`src/rtl/mod_counter_sched.sv`:
```
// mod_counter_sched
// Shares one external mod_counter between NUM_REQ requesters. Each accepted
// job runs LOAD (one load strobe), then RUN (len count-enable cycles, or fewer
// if aborted), then DONE (one-cycle completion pulse with the final value).
//
// Ports
//   clk, resetn             rising-edge clock, asynchronous active-low reset
//   req_valid / req_ready   per-requester handshake; ready is one-hot, IDLE only
//   req_mode/data/len       per-requester job payload (slice i = requester i)
//   abort                   ends RUN early, ignored in other states
//   cnt_load/en/mode/data   control to the shared counter
//   cnt_q                   counter value fed back
//   done                    one-hot completion pulse (DONE state)
//   result, wrap_cnt        final value and saturating wrap count of last job
//   busy                    high whenever a job is in flight
module mod_counter_sched #(
  parameter int NUM_REQ = 2,
  parameter int CNT_W   = 4,
  parameter int LEN_W   = 4,
  parameter int UP_MAX  = 11,
  parameter int DN_MAX  = 11
) (
  input  logic                     clk,
  input  logic                     resetn,
  input  logic [NUM_REQ-1:0]       req_valid,
  output logic [NUM_REQ-1:0]       req_ready,
  input  logic [NUM_REQ-1:0]       req_mode,
  input  logic [NUM_REQ*CNT_W-1:0] req_data,
  input  logic [NUM_REQ*LEN_W-1:0] req_len,
  input  logic                     abort,
  output logic                     cnt_load,
  output logic                     cnt_en,
  output logic                     cnt_mode,
  output logic [CNT_W-1:0]         cnt_data,
  input  logic [CNT_W-1:0]         cnt_q,
  output logic [NUM_REQ-1:0]       done,
  output logic [CNT_W-1:0]         result,
  output logic [LEN_W-1:0]         wrap_cnt,
  output logic                     busy
);

  localparam int               PTR_W    = $clog2(NUM_REQ);
  localparam logic [CNT_W-1:0] UP_LAST  = CNT_W'(UP_MAX);
  localparam logic [LEN_W-1:0] WRAP_SAT = '1;

  // The down-mode reload value lives inside the counter; it is only checked
  // here so a mismatched instantiation is caught at elaboration.
  generate
    if (NUM_REQ < 2 || UP_MAX >= (2 ** CNT_W) || DN_MAX >= (2 ** CNT_W)) begin : g_bad_params
      $error("mod_counter_sched: NUM_REQ must be >= 2 and UP_MAX/DN_MAX must fit in CNT_W bits");
    end
  endgenerate

  typedef enum logic [1:0] {ST_IDLE, ST_LOAD, ST_RUN, ST_DONE} state_t;

  state_t             state_q, state_d;
  logic [PTR_W-1:0]   rr_ptr_q, rr_ptr_d;
  logic [PTR_W-1:0]   owner_q, owner_d;
  logic               mode_q, mode_d;
  logic [CNT_W-1:0]   data_q, data_d;
  logic [LEN_W-1:0]   rem_q, rem_d;
  logic [LEN_W-1:0]   wrap_q, wrap_d;
  logic [CNT_W-1:0]   result_q, result_d;

  logic [NUM_REQ-1:0] pick_onehot;
  logic [PTR_W-1:0]   pick;
  logic [PTR_W-1:0]   scan_idx;
  logic               found;
  logic               wrap_hit;

  // Round-robin scan starting at rr_ptr; first valid requester wins.
  always_comb begin
    pick_onehot = '0;
    pick        = '0;
    scan_idx    = '0;
    found       = 1'b0;
    for (int k = 0; k < NUM_REQ; k++) begin
      scan_idx = PTR_W'((int'(rr_ptr_q) + k) % NUM_REQ);
      if (!found && req_valid[scan_idx]) begin
        found                 = 1'b1;
        pick                  = scan_idx;
        pick_onehot[scan_idx] = 1'b1;
      end
    end
  end

  assign req_ready = (state_q == ST_IDLE) ? pick_onehot : '0;

  // Wrap is judged on the value the counter holds before this cycle's step.
  assign wrap_hit = mode_q ? (cnt_q == '0) : (cnt_q >= UP_LAST);

  always_comb begin
    state_d  = state_q;
    rr_ptr_d = rr_ptr_q;
    owner_d  = owner_q;
    mode_d   = mode_q;
    data_d   = data_q;
    rem_d    = rem_q;
    wrap_d   = wrap_q;
    result_d = result_q;
    cnt_load = 1'b0;
    cnt_en   = 1'b0;
    done     = '0;
    case (state_q)
      ST_IDLE: begin
        if (found) begin
          owner_d  = pick;
          mode_d   = req_mode[pick];
          data_d   = req_data[int'(pick)*CNT_W +: CNT_W];
          rem_d    = req_len[int'(pick)*LEN_W +: LEN_W];
          rr_ptr_d = PTR_W'((int'(pick) + 1) % NUM_REQ);
          state_d  = ST_LOAD;
        end
      end
      ST_LOAD: begin
        cnt_load = 1'b1;
        wrap_d   = '0;
        state_d  = (rem_q != '0) ? ST_RUN : ST_DONE;
      end
      ST_RUN: begin
        if (abort) begin
          // No step this cycle; steps already taken stand.
          state_d = ST_DONE;
        end else begin
          cnt_en = 1'b1;
          rem_d  = rem_q - LEN_W'(1);
          if (wrap_hit && wrap_q != WRAP_SAT) begin
            wrap_d = wrap_q + LEN_W'(1);
          end
          if (rem_q == LEN_W'(1)) begin
            state_d = ST_DONE;
          end
        end
      end
      ST_DONE: begin
        done[owner_q] = 1'b1;
        result_d      = cnt_q;
        state_d       = ST_IDLE;
      end
      default: state_d = ST_IDLE;
    endcase
  end

  always_ff @(posedge clk or negedge resetn) begin
    if (!resetn) begin
      state_q  <= ST_IDLE;
      rr_ptr_q <= '0;
      owner_q  <= '0;
      mode_q   <= 1'b0;
      data_q   <= '0;
      rem_q    <= '0;
      wrap_q   <= '0;
      result_q <= '0;
    end else begin
      state_q  <= state_d;
      rr_ptr_q <= rr_ptr_d;
      owner_q  <= owner_d;
      mode_q   <= mode_d;
      data_q   <= data_d;
      rem_q    <= rem_d;
      wrap_q   <= wrap_d;
      result_q <= result_d;
    end
  end

  assign cnt_mode = mode_q;
  assign cnt_data = data_q;
  assign result   = result_q;
  assign wrap_cnt = wrap_q;
  assign busy     = (state_q != ST_IDLE);

endmodule

```
`config.mk`:
```
export PLATFORM = sky130hd
export DESIGN_NAME = mod_counter_sched
export DESIGN_NICKNAME = d
export VERILOG_FILES = /design/src/rtl/mod_counter_sched.sv
export SDC_FILE = /design/constraint.sdc
export NUM_CORES = 1
export LEC_CHECK = 0
export ABC_AREA = 1
export BUFFER_PORTS_ARGS = -buffer_cell sky130_fd_sc_hd__buf_2
export CAP_MARGIN = 20
export CORE_MARGIN = 2
export CORE_UTILIZATION = 41
export CTS_CLUSTER_DIAMETER = 150
export DETAILED_ROUTE_END_ITERATION = 16
export GPL_TIMING_DRIVEN = 0
export PLACE_DENSITY = 0.68
export SETUP_SLACK_MARGIN = 0.02
export SYNTH_ARGS = -nofsm -noshare
export SYNTH_HDL_FRONTEND = slang
export SYNTH_SLANG_ARGS = --single-unit
```
`constraint.sdc`:
```
create_clock -name clk -period 2.2 [get_ports clk]
set_clock_uncertainty 0.15 [all_clocks]
set_input_delay 0.11 -clock clk [delete_from_list [all_inputs] [get_ports clk]]
set_output_delay 0.11 -clock clk [all_outputs]
set_load 0.02 [all_outputs]
```
==> Word level (Yosys, flattened, before mapping) <==
Cells that the tools add are included.
{ "word_totals": {"regBits": 21, "in_bits": 27, "out_inout_bits": 20, "word_cells": 83} }
{ "classes": {"addsub": 4, "magnitude_cmp": 8, "n_eq_ne": 9, "shift": 2, "mux": 35, "bitwise": 1, "reduce_logical": 16} }
{ "op_table": {"columns": ["op", "n"], "rows": [
  ["1-bit 2-to-1 mux", 18],
  ["4-bit 2-to-1 mux", 4],
  ["4-bit one-hot mux with 2 select lines", 2],
  ["8-bit by 4-bit variable part select with 4-bit output", 2],
  ["2-bit 2-to-1 mux", 7],
  ["1-bit by 2-bit less-than comparator with 1-bit output, second input constant", 4],
  ["2-bit one-hot mux with 4 select lines", 1],
  ["2-bit != test, second input constant", 3],
  ["3-bit AND reduction", 2],
  ["2-bit nonzero test", 3],
  ["1-bit logical AND", 5],
  ["4-bit by 1-bit adder with 4-bit output, second input constant", 1],
  ["2-bit equality test, second input constant", 2],
  ["4-bit by 1-bit equality test with 1-bit output, second input constant", 1],
  ["4-bit >= comparator, second input constant", 1],
  ["4-bit zero test", 1],
  ["4-bit != test, second input constant", 1],
  ["2-bit AND reduction", 2],
  ["4-bit nonzero test", 1],
  ["4-bit by 1-bit subtractor with 4-bit output, second input constant", 1],
  ["1-bit demux with 1-bit select", 3],
  ["1-bit >= comparator, second input constant", 3],
  ["3-bit != test, second input constant", 1],
  ["1-bit adder, second input constant", 2],
  ["other kinds (4)", 4]
]} }

==> Depth between registers and ports, before layout <==
Gate-level depths: netlist of the first run.
{ "logic_depth": {"ltp_word": 9, "ltp_mapped": 10, "depth_no_buf": 10} }

==> Worst setup path after synthesis of the first run <==
No wires, ideal clock.
{ "synth_path": {"kind": "reg-to-reg", "start": "reg state_q[0]", "end": "reg wrap_q[3] (netlist: wrap_cnt[3])", "setup_ps": 118, "arrival_ps": 1337, "required_time_ps": 1932, "path_slack_ps": 595, "stages_incl_launch_ff": 10, "synth_period_minus_slack_ps": 1605, "cell_sequence": "dfrtp_1 > inv_1 > ha_1 > inv_4 > nor2_8 > nand2_2 > inv_2 > nand3_4 > nand3_1 > nand2_1"} }
{ "synth_via": {"elab_chain_len": 3, "elab_cells_between_ends": 7, "cone_classes": "4 x eq/ne; 1 x mux; 2 x reduce/logical"} }
{ "synth_rtl": {"columns": ["element", "line_no", "source"], "rows": [
  ["start: declaration", "56", "state_t state_q, state_d;"],
  ["start signal: assignment", "155", "state_q <= state_d;"],
  ["2-bit equality test / 2-bit by 1-bit equality test with 1-bit output (equally long branches)", "104", "case (state_q)"],
  ["2-bit != test (no source line) / 2-bit nonzero test (equally long branches)", null, null],
  ["3-bit AND reduction (no source line)", null, null],
  ["end signal: assignment", "161", "wrap_q <= wrap_d;"],
  ["end: declaration", "62", "logic [LEN_W-1:0] wrap_q, wrap_d;"]
]} }
Parallel ways exist; a longest one is shown, timed or not.
A chain may end at the register's enable or synchronous reset.

==> Final worst setup path of the first run <==
{ "layout_path": {"start": "reg state_q[0]", "end": "reg rem_q[1]"} }
{ "layout_via": {"elab_chain_len": 3, "elab_cells_between_ends": 7, "cone_classes": "3 x eq/ne; 1 x mux; 3 x reduce/logical"} }
{ "layout_rtl": {"columns": ["element", "line_no", "source"], "rows": [
  ["2-bit equality test / 2-bit zero test (equally long branches)", "104", null],
  ["2-bit != test (no source line) / 2-bit nonzero test (equally long branches)", null, null],
  ["3-bit AND reduction (no source line)", null, null],
  ["end signal: assignment", "160", "rem_q <= rem_d;"],
  ["end: declaration", "61", "logic [LEN_W-1:0] rem_q, rem_d;"]
]} }
Parallel ways exist; a longest one is shown, timed or not.

==> impl_metrics.env, run 1 <==
export IMPL_outcome="complete, no violations"
export IMPL_cts_resized=0
export IMPL_routedWlPerCell_um=10.41
export IMPL_num_rows=20
export IMPL_die_x_um=61.44
export IMPL_synth_area_mm2=0.001353
export IMPL_yosysTopAreaCell="dfrtp_1"
export IMPL_finalHoldViolCount=0
export IMPL_p_per_area_mw_per_mm2=1178
export IMPL_io_pins=47
export IMPL_crit_type="flop to flop"
export IMPL_areaGrowthSynthToFinish_pct=33.95
export IMPL_gr_total_overflow=0
export IMPL_layout_nets=284
export IMPL_p_leak_nw=1.047
export IMPL_grt_max_degree=22
export IMPL_met2WireLength_um=1439
export IMPL_synthSimpleGateAreaFrac_pct=35.71
export IMPL_synthTopCellsByArea="dfrtp_1 39%, nand2_1 18%, ha_1 8.3%"
export IMPL_cts_sinks=21
export IMPL_worstSkewPairLatency_ns=0.30
export IMPL_ir_drop_mv=0.5400
export IMPL_drc_errors=0
export IMPL_cp_start_kind="flop"
export IMPL_fp_dieArea_mm2=0.003774
export IMPL_hold_path_class="input port to flop"
export IMPL_drive_gt1_share_pct=26.32
export IMPL_crit_chain="inv_1, ha_1, inv_4, nand3_1, dlygate4sd3_1, nand3_1, nand2_1"
export IMPL_postRouteAntennaNets=0
export IMPL_cpMaxStageDelayCell="dlygate4sd3_1"
export IMPL_cpMostUsedCell="nand3_1"
export IMPL_place_ws_ns=0.4324
export IMPL_num_antenna_cells=0
export IMPL_crit_fanout=9
export IMPL_die_y_um=61.44
export IMPL_min_period_ns=2.041
export IMPL_top_layer_used="met4"
export IMPL_ys_seq_elements=21
export IMPL_worst_pin_slew_ns=0.4740
export IMPL_clock_fmax_mhz=490.0
export IMPL_cts_tree="built"
export IMPL_finalMaxSlewViolations=0
export IMPL_grt_pass1_wl_um=5250
export IMPL_finalCritPeriodShare_pct=92.76
export IMPL_maxCapViolCount=0
export IMPL_endpoint_kind="flop"
export IMPL_grtUsageTotal_pct=18.74
export IMPL_wl_um=3030
export IMPL_antenna_found_initial=0
export IMPL_place_congestion=0.7888
export IMPL_synth_top_flop_cell="dfrtp_1"
export IMPL_yosysMostFrequentCell="nand2_1"
export IMPL_route_layer_met1_wl_um=1428
export IMPL_route_vias_total=1323
export IMPL_viasPerCell=4.546
export IMPL_synth_async_sr_flop_share_pct=100.0
export IMPL_synth_xor_area_share_pct=1.295
export IMPL_synthAdderAreaFrac_pct=8.326
export IMPL_multi_input_area_um2=719.4
export IMPL_setup_violations=0
export IMPL_hpwlAfterDp_um=2228
export IMPL_synth_nets=218
export IMPL_rsz0062_at_grt="no"
export IMPL_cpPeakStageDelay_ns=0.57
export IMPL_core_mm2=0.003103
export IMPL_synth_compound_area_share_pct=7.863
export IMPL_ys_seq_area_share_pct=38.85
export IMPL_dr_pass1_iters=4
export IMPL_cp_top_family="buffers and inverters"
export IMPL_synth_top_family_by_area="simple AND/OR/NAND/NOR gates"
export IMPL_path_clk_slew_ns=0.12
export IMPL_root_buffer="clkbuf_4"
export IMPL_worstPathRequired_ns=2.26
export IMPL_port_buffers=46
export IMPL_clk_path_buf_depth=2
export IMPL_syn_inst=182
export IMPL_cp_arrival_ns=2.10
export IMPL_start_util_pct=43.59
export IMPL_drtIter0Drc=42
export IMPL_num_fill_cells=311
export IMPL_slew_headroom_pct=68.40
export IMPL_synthTopCellsByCount="66 x nand2_1, 21 x dfrtp_1, 21 x inv_1, 14 x nand3_1, 13 x o21ai_0"
export IMPL_setup_ws_ns=0.1592
export IMPL_cp_buffers_inverters=3
export IMPL_seq_area_um2=525.5
export IMPL_synthMuxAreaShare_pct=0
export IMPL_tns_ns=0
export IMPL_synth_edff_count=0
export IMPL_yosysWarnings=0
export IMPL_grt_pass1_vias=1253
export IMPL_wl_met3_um=146
export IMPL_yosys_cell_types_count=26
export IMPL_avgSynthCellArea_um2=7.432
export IMPL_yosys_area_top_type_share_pct=38.85
export IMPL_cts_buffers_inserted=3
export IMPL_htreeDepth=1
worst register-to-register path: cells and delay by family, from the launching register on:
kind,cells,cell delay [ns]
flops,1,0.43
simple gates,3,0.22
fa+ha+maj,1,0.30
buf+inv,3,0.84
layout by cell type (no fill, tap or decap), drive strengths merged:
cell,netlist,final
ha,9,9
and3,1,1
o21ai,15,15
dfrtp,21,21
a21oi,3,3
xor2,1,1
nand4,2,2
clkbuf,0,4
buf,2,49
xnor2,1,1
o221ai,1,1
dlygate4sd3,0,14
nor2,14,14
nand3b,3,3
nand3,15,15
or2,1,1
nand2,69,69
inv,24,24
stage by stage:
step | total power [mW] | hold WS (ns) | std cells | util, % | instance area, um^2
5_1_grt | 2.363 | 0.02318 | 291 | 58.39 | 1812
3_5_place_dp | 1.910 | -0.05744 | 272 | 52.78 | 1638
6_report | 2.135 | 0.009437 | 291 | 58.39 | 1812
4_1_cts | 2.141 | 0.003581 | 290 | 58.15 | 1804
2_1_floorplan | 1.569 | -0.3356 | 182 | - | 1353
3_3_place_gp | 1.884 | -0.05804 | 272 | 52.78 | 1638
per-layer routing:
metal | track usage (%) | up-vias
met4 | 6.383 | 0
met2 | 33.28 | 35
met5 | 0 | -
met3 | 2.521 | 2
met1 | 23.41 | 589
li1 | - | 697
path summary, 6_finish.rpt:
check	from	endpoint	slack [ns]	cells past startpoint
max	state_q[0]$_DFFE_PN0P_	rem_q[1]$_DFFE_PN0P_	0.16	7
min	req_data[1]	cnt_data[1]$_DFFE_PN0P_	0.009	5
max reg2reg	state_q[0]$_DFFE_PN0P_	rem_q[1]$_DFFE_PN0P_	0.16	7
min reg2reg	result[1]$_DFFE_PN0N_	result[1]$_DFFE_PN0N_	0.33	2
max in group asynchronous	resetn	cnt_data[2]$_DFFE_PN0P_	1.43	2
min in group asynchronous	resetn	state_q[0]$_DFFE_PN0P_	0.14	2
flip-flops by register name, summed over array words and instances, names as in the netlist:
signal    cells
state_q       2
wrap_cnt      4
result        4
rem_q         4
cnt_data      4
owner_q       1
cnt_mode      1
rr_ptr_q      1
layout make-up:
cell class              instances  share of cell area, %
plain buffers                   2                 0.8287
clock buffers                   4                  1.450
inverters                      24                  5.110
multi-input cells             135                  39.71
flip-flops and latches         21                  29.01
well taps                      44                  3.039
repair buffers                 61                  20.86
report_power, final:
| part | switching (mW) | internal [mW] |
|---|---|---|
| clock | 0.114 | 0.0706 |
| sequential | 0.137 | 0.557 |
| combinational | 0.794 | 0.462 |
timing repair:
item / CTS / global route
endpoints found under the setup margin: 0 / 1
endpoints found under the hold margin: 31 / 0
setup buffers: 0 / 1
hold buffers: 14 / 0
kinds of logic (layout without fill, tap and decap cells):
logic type                 Yosys count  count (layout)
and+or+nand+nor                    105             105
buffers and inverters               26              91
xor gates and xnor gates             2               2
AOI/OAI and AO/OA                   19              19
adders and majority gates            9               9
DFF                                 21              21
Power figures use the tool's default switching activity.
==> inputs of run 2 (changes only) <==
Settings changed: CELL_PAD_IN_SITES_DETAIL_PLACEMENT from default to 0, CELL_PAD_IN_SITES_GLOBAL_PLACEMENT from default to 1, CORE_UTILIZATION 41 to 35, PLACE_DENSITY 0.68 to default, PLACE_DENSITY_LB_ADDON from default to 0.1, REMOVE_ABC_BUFFERS from default to 1.
==> run 2 against run 1 <==
Net effect: the flow now finishes with violations (hold timing); critical endpoint is now req_ready[0]; wire length shrank 4.2%; final area shrank 4.7%; cell count shrank 2.7%; total power grew 0.23%; die area grew 16%; hold slack lost 0.013 ns; sequential share of layout area grew 1.4 points.
==> impl_metrics.env, run 2 (synthesis gave the netlist of run 1 again) <==
export IMPL_outcome="finished with violations"
export IMPL_violations="hold timing"
export IMPL_fin_cells=283
export IMPL_maxCapViolCount=0
export IMPL_finalHoldViolCount=1
export IMPL_areaGrowthSynthToFinish_pct=27.66
export IMPL_die_x_um=66.17
export IMPL_htreeDepth=1
export IMPL_place_ws_ns=0.4457
export IMPL_grt_max_degree=22
export IMPL_num_fill_cells=399
export IMPL_worst_pin_slew_ns=0.4767
export IMPL_cp_top_family="simple AND/OR/NAND/NOR gates"
export IMPL_p_per_area_mw_per_mm2=1239
export IMPL_cp_start_kind="flop"
export IMPL_min_period_ns=1.933
export IMPL_p_sw_mw=1.042
export IMPL_dr_pass1_iters=4
export IMPL_port_buffers=46
export IMPL_min_delay_start="req_mode[1]"
export IMPL_drc_errors=0
export IMPL_cts_buffers_inserted=3
export IMPL_die_y_um=66.17
export IMPL_ir_drop_mv=0.4722
export IMPL_final_common_cell="nand2_1"
export IMPL_gr_total_overflow=0
export IMPL_cts_resized=0
export IMPL_viasPerCell=4.523
export IMPL_cp_buffers_inverters=2
export IMPL_multi_input_area_um2=719.4
export IMPL_p_sw_share_pct=48.69
export IMPL_tns_ns=0
export IMPL_layout_common_cells="66 x nand2_1, 46 x buf_2, 21 x inv_1, 21 x dfrtp_1, 14 x nand3_1"
export IMPL_routedWlPerCell_um=10.25
export IMPL_start_util_pct=36.67
export IMPL_power_frac_seq_pct=32.1
export IMPL_cts_sinks=21
export IMPL_wl_um=2902
export IMPL_seq_area_um2=525.5
export IMPL_cts_tree="built"
export IMPL_critPathLaunch="state_q[1]$_DFFE_PN0P_"
export IMPL_fp_dieArea_mm2=0.004378
export IMPL_root_buffer="clkbuf_8"
export IMPL_setup_violations=0
export IMPL_p_clk_share_pct=12.1
export IMPL_rsz0062_at_grt="no"
export IMPL_endpoint_kind="output pin"
export IMPL_drtIter0Drc=27
export IMPL_num_antenna_cells=0
export IMPL_grtUsageTotal_pct=14.58
export IMPL_dp_cells=274
export IMPL_combPwrFrac_pct=55.8
export IMPL_cpMaxStageDelayCell="dfrtp_1"
export IMPL_cpPeakStageDelay_ns=0.41
export IMPL_holdWs_ns=-0.004057
export IMPL_hpwlAfterDp_um=2286
export IMPL_finalMaxSlewViolations=0
export IMPL_postRouteAntennaNets=0
export IMPL_num_rows=22
export IMPL_intPower_mw=1.098
export IMPL_hold_path_class="input port to flop"
export IMPL_crit_chain="inv_1, ha_1, nand2_1, nor2_1, buf_2"
export IMPL_drive_gt1_share_pct=26.81
export IMPL_crit_fanout=14
export IMPL_core_mm2=0.003689
export IMPL_worstSkewPairLatency_ns=0.26
export IMPL_slew_headroom_pct=68.22
export IMPL_layout_nets=272
export IMPL_clk_path_buf_depth=2
export IMPL_grt_pass1_wl_um=4995
export IMPL_antenna_found_initial=0
export IMPL_clock_fmax_mhz=517.2
export IMPL_r2r_start="state_q[0]$_DFFE_PN0P_"
export IMPL_worstPathRequired_ns=1.94
export IMPL_place_congestion=0.7202
export IMPL_cp_arrival_ns=1.67
export IMPL_crit_type="flop to output pin"
export IMPL_route_vias_total=1280
export IMPL_finalCritPeriodShare_pct=87.88
export IMPL_grt_pass1_vias=1202
export IMPL_io_pins=47
export IMPL_path_clk_slew_ns=0.08
export IMPL_setup_ws_ns=0.2666
export IMPL_post_cts_buffers=0
export IMPL_p_leak_nw=1.002
-- run 2: cell types whose count changed in the layout (fill, tap and decap cells not counted) --
cell,before,now
clkbuf_4,3,0
buf_4,3,0
clkbuf_8,0,3
clkbuf_1,1,0
clkinvlp_4,0,1
dlygate4sd3_1,14,5
-- run 2: power by group through the flow --
stage	combinational, mW	sequential (mW)	clock [mW]
after detailed placement	1.20	0.691	0
after global routing	1.37	0.711	0.289
after global placement	1.18	0.685	0
after floorplan	0.768	0.785	0
after CTS	1.21	0.686	0.269
final	1.19	0.687	0.259
-- run 2: timing repair --
item	4_1_cts	5_1_grt
hold buffers	5	0
setup endpoints to repair	0	0
endpoints found under the hold margin	25	0
-- run 2: metrics by stage --
step / power, mW / area, um^2 / util [%]
finish: 2.140 / 1727 / 46.81
floorplan: 1.553 / 1338 / -
detailed placement: 1.895 / 1628 / 44.13
global route: 2.375 / 1727 / 46.81
global placement: 1.865 / 1628 / 44.13
CTS: 2.168 / 1727 / 46.81
-- run 2: final cells by class --
cell class | instances | share of cell area (%)
inverter | 24 | 5.362
tap | 48 | 3.478
timing repair buffer | 51 | 16.23
multi-input combinational | 135 | 41.67
clock buffer | 3 | 2.391
sequential | 21 | 30.43
clock inverter | 1 | 0.4348
-- run 2: layer usage --
metal	track usage [%]	share of wire [%]	vias to the layer above
li1	-	-	678
met1	18.28	47	562
met2	24.75	46	36
met3	2.215	5.4	4
met4	6.122	1.6	0
met5	0	0	-
-- run 2: worst paths after layout --
kind,to,slack (ns),cells after the start
max in group asynchronous,wrap_cnt[1]$_DFFE_PN0P_,1.40,2
setup / recovery,req_ready[0],0.27,5
hold / removal,cnt_mode$_DFFE_PN0P_,-0.004,3
min in group asynchronous,result[1]$_DFFE_PN0N_,0.18,2
setup reg to reg,rem_q[2]$_DFFE_PN0P_,0.44,9
hold reg to reg,result[1]$_DFFE_PN0N_,0.32,2
-- run 2: worst min-delay path, delay by kind of cell --
kind	cells	cell delay, ns
AO/OA/AOI/OAI	2	0.19
buffers and inverters	1	0.07
